==> src/rtl/i2c_write_ctrl_if.sv <==
// rtl/i2c_write_ctrl_if.sv - request/status and I2C line bundle for i2c_write_ctrl
interface i2c_write_ctrl_if;
   logic       start;
   logic [6:0] dev_addr;
   logic [7:0] wr_data;
   logic       sda_in;
   logic       scl_out;
   logic       sda_out;
   logic       busy;
   logic       done;
   logic       nack;

   modport master (
      output start, dev_addr, wr_data, sda_in,
      input  scl_out, sda_out, busy, done, nack
   );

   modport slave (
      input  start, dev_addr, wr_data, sda_in,
      output scl_out, sda_out, busy, done, nack
   );
endinterface

==> src/rtl/i2c_write_ctrl.sv <==
// rtl/i2c_write_ctrl.sv - single-byte I2C write master (START, addr+W, ACK, data, ACK, STOP)
module i2c_write_ctrl #(
   parameter int CLK_DIV = 4
) (
   input  logic             clk,
   input  logic             reset,
   i2c_write_ctrl_if.slave  bus
);
   typedef enum logic [2:0] {
      S_IDLE, S_START, S_ADDR, S_ACK1, S_DATA, S_ACK2, S_STOP
   } state_t;

   localparam logic [7:0] DIV_LAST = 8'(CLK_DIV - 1);

   state_t     state_q, state_d;
   logic [7:0] div_q, div_d;
   logic [1:0] qtr_q, qtr_d;
   logic [2:0] idx_q, idx_d;
   logic [7:0] addr_q, addr_d;
   logic [7:0] data_q, data_d;
   logic       ack_q, ack_d;
   logic       nack_q, nack_d;
   logic       done_q, done_d;
   logic       tick;
   logic       slot_end;
   logic       scl;
   logic       sda;
   logic       bit_scl;

   assign tick     = (div_q == DIV_LAST);
   assign slot_end = tick && (qtr_q == 2'd3);

   always_comb begin
      state_d = state_q;
      div_d   = div_q;
      qtr_d   = qtr_q;
      idx_d   = idx_q;
      addr_d  = addr_q;
      data_d  = data_q;
      ack_d   = ack_q;
      nack_d  = nack_q;
      done_d  = 1'b0;
      if (state_q == S_IDLE) begin
         div_d = 8'd0;
         qtr_d = 2'd0;
         idx_d = 3'd0;
         if (bus.start) begin
            addr_d  = {bus.dev_addr, 1'b0};
            data_d  = bus.wr_data;
            nack_d  = 1'b0;
            state_d = S_START;
         end
      end else begin
         div_d = tick ? 8'd0 : div_q + 8'd1;
         if (tick) begin
            qtr_d = qtr_q + 2'd1;
         end
         // Sample the acknowledge on the final clk of the SCL-high window
         if ((state_q == S_ACK1 || state_q == S_ACK2) && tick && qtr_q == 2'd2) begin
            ack_d = bus.sda_in;
         end
         if (slot_end) begin
            case (state_q)
               S_START: state_d = S_ADDR;
               S_ADDR: begin
                  idx_d = idx_q + 3'd1;
                  if (idx_q == 3'd7) state_d = S_ACK1;
               end
               S_ACK1: begin
                  if (ack_q) begin
                     nack_d  = 1'b1;
                     state_d = S_STOP;
                  end else begin
                     state_d = S_DATA;
                  end
               end
               S_DATA: begin
                  idx_d = idx_q + 3'd1;
                  if (idx_q == 3'd7) state_d = S_ACK2;
               end
               S_ACK2: begin
                  if (ack_q) nack_d = 1'b1;
                  state_d = S_STOP;
               end
               S_STOP: begin
                  state_d = S_IDLE;
                  done_d  = 1'b1;
               end
               default: state_d = S_IDLE;
            endcase
         end
      end
   end

   always_ff @(posedge clk or negedge reset) begin
      if (!reset) begin
         state_q <= S_IDLE;
         div_q   <= 8'd0;
         qtr_q   <= 2'd0;
         idx_q   <= 3'd0;
         addr_q  <= 8'd0;
         data_q  <= 8'd0;
         ack_q   <= 1'b0;
         nack_q  <= 1'b0;
         done_q  <= 1'b0;
      end else begin
         state_q <= state_d;
         div_q   <= div_d;
         qtr_q   <= qtr_d;
         idx_q   <= idx_d;
         addr_q  <= addr_d;
         data_q  <= data_d;
         ack_q   <= ack_d;
         nack_q  <= nack_d;
         done_q  <= done_d;
      end
   end

   // Line levels come only from flops so start/sda_in never reach the pins combinationally
   assign bit_scl = (qtr_q == 2'd1) || (qtr_q == 2'd2);

   always_comb begin
      scl = 1'b1;
      sda = 1'b1;
      case (state_q)
         S_START: begin
            scl = (qtr_q != 2'd3);
            sda = (qtr_q < 2'd2);
         end
         S_ADDR: begin
            scl = bit_scl;
            sda = addr_q[3'd7 - idx_q];
         end
         S_DATA: begin
            scl = bit_scl;
            sda = data_q[3'd7 - idx_q];
         end
         S_ACK1, S_ACK2: begin
            scl = bit_scl;
            sda = 1'b1;
         end
         S_STOP: begin
            scl = (qtr_q != 2'd0);
            sda = (qtr_q >= 2'd2);
         end
         default: begin
            scl = 1'b1;
            sda = 1'b1;
         end
      endcase
   end

   assign bus.scl_out = scl;
   assign bus.sda_out = sda;
   assign bus.busy    = (state_q != S_IDLE);
   assign bus.done    = done_q;
   assign bus.nack    = nack_q;
endmodule

==> src/flat_wrapper.sv <==
// flat-port wrapper written by rule: the top's interface ports become plain ports
module i2c_write_ctrl_flat 
#(
   parameter int CLK_DIV = 4
)
  (clk, reset, bus_start, bus_dev_addr, bus_wr_data, bus_sda_in, bus_scl_out, bus_sda_out, bus_busy, bus_done, bus_nack);
  i2c_write_ctrl_if bus_i ();
  input  logic clk;
  input  logic reset;
  input wire logic [$bits(bus_i.start)-1:0] bus_start;
  input wire logic [$bits(bus_i.dev_addr)-1:0] bus_dev_addr;
  input wire logic [$bits(bus_i.wr_data)-1:0] bus_wr_data;
  input wire logic [$bits(bus_i.sda_in)-1:0] bus_sda_in;
  output wire logic [$bits(bus_i.scl_out)-1:0] bus_scl_out;
  output wire logic [$bits(bus_i.sda_out)-1:0] bus_sda_out;
  output wire logic [$bits(bus_i.busy)-1:0] bus_busy;
  output wire logic [$bits(bus_i.done)-1:0] bus_done;
  output wire logic [$bits(bus_i.nack)-1:0] bus_nack;
  assign bus_i.start = bus_start;
  assign bus_i.dev_addr = bus_dev_addr;
  assign bus_i.wr_data = bus_wr_data;
  assign bus_i.sda_in = bus_sda_in;
  assign bus_scl_out = bus_i.scl_out;
  assign bus_sda_out = bus_i.sda_out;
  assign bus_busy = bus_i.busy;
  assign bus_done = bus_i.done;
  assign bus_nack = bus_i.nack;
  i2c_write_ctrl #(.CLK_DIV(CLK_DIV)) u_core (.clk(clk), .reset(reset), .bus(bus_i));
endmodule
==> config.mk <==
export PLATFORM = sky130hd
export DESIGN_NAME = i2c_write_ctrl_flat
export DESIGN_NICKNAME = d
export VERILOG_FILES = /design/src/rtl/i2c_write_ctrl_if.sv /design/src/rtl/i2c_write_ctrl.sv /design/src/flat_wrapper.sv
export SDC_FILE = /design/constraint.sdc
export NUM_CORES = 1
export LEC_CHECK = 0
export CORE_ASPECT_RATIO = 1.1
export CORE_MARGIN = 5
export CORE_UTILIZATION = 40
export CTS_BUF_LIST = sky130_fd_sc_hd__clkbuf_16
export CTS_CLUSTER_DIAMETER = 150
export DETAILED_ROUTE_END_ITERATION = 12
export SLEW_MARGIN = 20
export SYNTH_ARGS = -nofsm -noshare
export SYNTH_HDL_FRONTEND = slang
export SYNTH_SLANG_ARGS = --single-unit
export TNS_END_PERCENT = 20
==> constraint.sdc <==
create_clock -name clk -period 4.4 [get_ports clk]
set_clock_uncertainty 0.1 [all_clocks]
set_input_delay 0.88 -clock clk [delete_from_list [all_inputs] [get_ports clk]]
set_output_delay 0.88 -clock clk [all_outputs]
set_load 0.01 [all_outputs]
### Word-level counts from Yosys, hierarchy flattened

Cells that the tools add are included.

| storage, ports and cells | value |
|---|---|
| input port bits | 19 |
| word-level logic and storage cells | 81 |
| register bits after elaboration | 34 |

| operators by class | value |
|---|---|
| muxes and demuxes | 28 |
| eq/ne operators | 15 |
| $lt $le $gt $ge | 3 |
| $add $sub $neg | 4 |
| bitwise gates (word level) | 1 |
| reductions and logical operators | 21 |

Operator list:

| kind | count |
|---|---|
| $mux 3 | 8 |
| $mux 8 | 2 |
| $pmux 3 s5 | 1 |
| $eq 3x3->1 const B | 4 |
| $reduce_bool 2->1 | 6 |
| $mux 1 | 10 |
| $add 8x1->8 const B | 1 |
| $eq 8x2->1 const B | 1 |
| $reduce_and 4->1 | 2 |
| $bmux 1 s3 | 2 |
| $eq 3x2->1 const B | 2 |
| $mux 2 | 3 |
| $ne 3x1->1 const B | 2 |
| $reduce_and 2->1 | 3 |
| $eq 2x2->1 const B | 2 |
| $lt 3x4->1 const B | 1 |
| $ne 2x2->1 const B | 2 |
| $pmux 1 s4 | 1 |
| $reduce_or 2->1 | 2 |
| $reduce_or 4->1 | 1 |
| $add 3x1->3 const B | 1 |
| $eq 3x1->1 const B | 1 |
| $logic_and 1x1->1 | 3 |
| $logic_not 3->1 | 1 |
| other kinds (9) | 10 |

### Logic depth before layout (Yosys ltp)

| logic depth | value |
|---|---|
| depth after elaboration | 5 |
| depth in mapped cells | 7 |

### Worst setup path after synthesis

OpenSTA, ideal clock, no wires.

| path | value |
|---|---|
| kind | register to output |
| start | reg u_core.idx_q[0] |
| end | out bus_sda_out |
| data required time | 3420 ps |
| path buffers | 1 |
| stages on the path, launching flop included | 6 |
| arrival | 1443 ps |
| setup slack | 1977 ps |
| path through | dfrtp_1 > buf_2 > mux4_2 > mux2_2 > nand4_1 > nand3_1 |

| on the way | value |
|---|---|
| word-level cells in the longest chain between the ends | 4 |
| elaborated cells between the ends (all ways) | 6 |

RTL lines:

| what | RTL line | text |
|---|---|---|
| start: declaration | i2c_write_ctrl.sv:18 | `logic [2:0] idx_q, idx_d;` |
| start signal: assignment | i2c_write_ctrl.sv:110 | `idx_q <= idx_d;` |
| $sub 3x3->3 * | i2c_write_ctrl.sv:132, i2c_write_ctrl.sv:136 |  |
| $bmux 1 s3 (on tied branches) | i2c_write_ctrl.sv:136, i2c_write_ctrl.sv:132 |  |
| $mux 1 (on tied branches) | i2c_write_ctrl.sv:136, i2c_write_ctrl.sv:132 |  |
| $pmux 1 s4 * | i2c_write_ctrl.sv:125 | `case (state_q)` |
| end: declaration | flat_wrapper.sv:15 | `output wire logic [$bits(bus_i.sda_out)-1:0] bus_sda_out;` |

Every way passes the cells marked *; elsewhere a longest branch is shown, timed or not. The select of a mux whose other input is x is not followed.

### Worst setup path in the final report

Same ends and word-level chain as after synthesis.

==> results.toml <==
[outcome]
status = "completed"

[finish]
final_common_cell = "dfrtp_1"
layout_common_cells = "dfrtp_1, clkdlybuf4s50_1, mux2_2"
drive_above_1_share_pct = 19.8
area_growth_syn_to_layout_pct = 22.7
final_cells = 231
n_antenna_cell = 0
nets = 201
finish.instance_area_sq_mm = 0.00217

[clocking]
post_cts_resized = 0
cts_made_buffers = 5
h-tree-depth = 2
cts.sinks = 34
clk_path_buf_depth = 2
cts_setup_buffers = 0
cts-hold-fix-buffers = 0
cts_tree = "yes"
cts_root_buf = "clkbuf_16"
clk_pin_slew_worst_paths_ns = 0.05
clkLatencyLatePin_ns = 0.28

[sta]
hold_violations = 0
period_share_pct = 74.1
slew_headroom_pct = 47.9
hold_ws_ns = 0.403
finalSetupTns_ns = 0
period_minus_slack_ns = 3.26
rsz0062_at_grt = "no"
setup_violations = 0
slew_viol_final = 0
tightest_slew_ns = 0.782
fmax_ghz = 0.307

[grt]
antenna_found_initial = 0
overflow = 0
grt_max_degree = 35
grt_use_total_pct = 13.4
grt_pass1_wl_um = 5940
grt_pass1_vias = 1264

[hold_path]
hp-class = "flip-flop to flip-flop"
whs_path_depth = 1
hp-start = "u_core.data_q[4]"

[pwr]
power_density_mw_per_mm2 = 303
max-vdd-ir-drop_v = 0.000231
p_total_w = 0.000659
p_leak_nw = 0.954

[critical_path]
crit_buf_inv = 1
arrival_ns = 2.28
worstPathMaxFanout = 9
critPathMaxStageDelay_ns = 0.53
cp-end-kind = "output pin"
r2r_cells = 3
critPathKind = "flip-flop to output pin"
reg2reg_setup_slack_ns = 2.11
critPathLaunchType = "flip-flop"
cp_slowest_cell = "mux4_2"
crit-reg2reg-launch = "u_core.state_q[2]"
crit_required_ns = 3.42
crit_family = "multiplexers"
critPathLaunch = "u_core.idx_q[0]"
path_cells = "mux4_2 -> mux2_2 -> nand4_1 -> nand3_1 -> clkdlybuf4s50_1"
cp.depth = 5

[route]
vias = 1241
wl_um = 3390
wire_per_inst_um = 14.7
drt_first_pass_iters = 4
viasPerCell = 5.37
drtIter0Drc = 96
ant_nets = 0
route.detailed.drc = 0

[synthesis]
synth_cell_types = 39
ys_ff_latch = 34
syn-num-nets = 178
yosys_warnings = 0
yosysSeqAreaShare_pct = 48.0
synthesis.area_sq_mm = 0.00177
syn_area_per_cell_sq_um = 11.6
syn_inst = 153

[floorplanning]
num_rows = 25
die_height_um = 79.8
core_sq_mm = 0.00429
die_w_um = 73.5
ios = 24
dieArea_sq_mm = 0.00586
start_util_pct = 41.3

[placement]
routabilityCongestion = 0.781
placed_cell_area_sq_mm = 0.00204
dp.cells = 223
numPortBuffers = 23
dp_hpwl_um = 2420

[job]
cap_violations = 0
## layer usage
| metal | share of wire, % | GRT usage, % |
|---|---|---|
| met1 | 45 | 17.1 |
| met2 | 48 | 20.0 |
| met3 | 4.7 | 4.53 |
| met4 | 2.1 | 6.34 |
| met5 | 0 | 0 |
## worst register-to-register path: cells and delay by family, from the launching register on
family / cells / cell delay (ns)
and+or+nand+nor: 2 / 1.10
muxes: 1 / 0.42
DFF: 1 / 0.56
## report_power, final
part,leakage (nW),internal [W],switching (W)
registers,0.456,0.000313,0
logic,0.426,0.0000144,0.00000776
clock network,0.0724,0.000204,0.000120
total,0.954,0.000532,0.000128
## registers in the layout, summed over array words and instances (netlist names)
signal,count
u_core.data_q,8
u_core.div_q,8
u_core.addr_q,7
u_core.idx_q,3
u_core.state_q,3
u_core.qtr_q,2
u_core.ack_q,1
u_core.bus.done,1
u_core.bus.nack,1
## path summary, 6_finish.rpt
kind                                    end
hold reg to reg            u_core.data_q[4]
setup / recovery                bus_sda_out
hold / removal             u_core.data_q[4]
min in group asynchronous   u_core.bus.nack
setup reg to reg           u_core.addr_q[4]
max in group asynchronous      u_core.ack_q
## metrics by stage
| step | worst slack (ns) | util (%) |
|---|---|---|
| after global placement | 1.46 | 47.5 |
| final | 1.14 | 50.7 |
| after floorplan | 1.98 | - |
| after global routing | 0.990 | 50.7 |
| after detailed placement | 1.44 | 47.5 |
| after CTS | 1.13 | 50.7 |
## Yosys cell counts (all sizes together)
cell    count  area share, %
nor2       10            2.1
o22a        3            1.5
a21oi       4            1.1
and2        1           0.35
nand3b      1           0.42
mux4        2            2.5
nand4       4            1.4
a41oi       1           0.49
nand4b      2           0.99
nand3      11            3.1
buf         4            1.3
maj3        3            1.9
mux2       16             10
inv         6            1.3
o2111a      1           0.64
a31o        1           0.49
o21ai       6            1.7
xnor2       2           0.99
and4        1           0.49
nor4b       1            1.3
clkbuf      4           0.92
dfrtp      34             48
mux2i       3            1.7
nor2b       3            1.1
o31ai       1           0.42
a22oi       1           0.42
xor2        5            2.5
o32ai       1           0.49
ha          6            4.2
and3        4            1.6
a31oi       1           0.35
nor3        2            1.1
nand2       4           0.85
o211ai      3            1.3
a211oi      1           0.71
## logic make-up after synthesis
family | Yosys count | synth area share, %
compound gates | 24 | 9.61
buf+inv | 14 | 3.53
xor+xnor | 7 | 3.46
mux | 21 | 14.4
flops | 34 | 48.0
simple gates | 44 | 14.8
fa+ha+maj | 9 | 6.14
## layout make-up
type / count / area (sq um)
fill: 361 / 2110
multi-input combinational: 105 / 858
sequential: 34 / 851
timing repair buffer: 24 / 238
clock buffer: 5 / 125
tap: 54 / 67.6
inverter: 6 / 22.5
clock inverter: 3 / 12.5
Note: power is estimated with default switching activity, not from simulation.
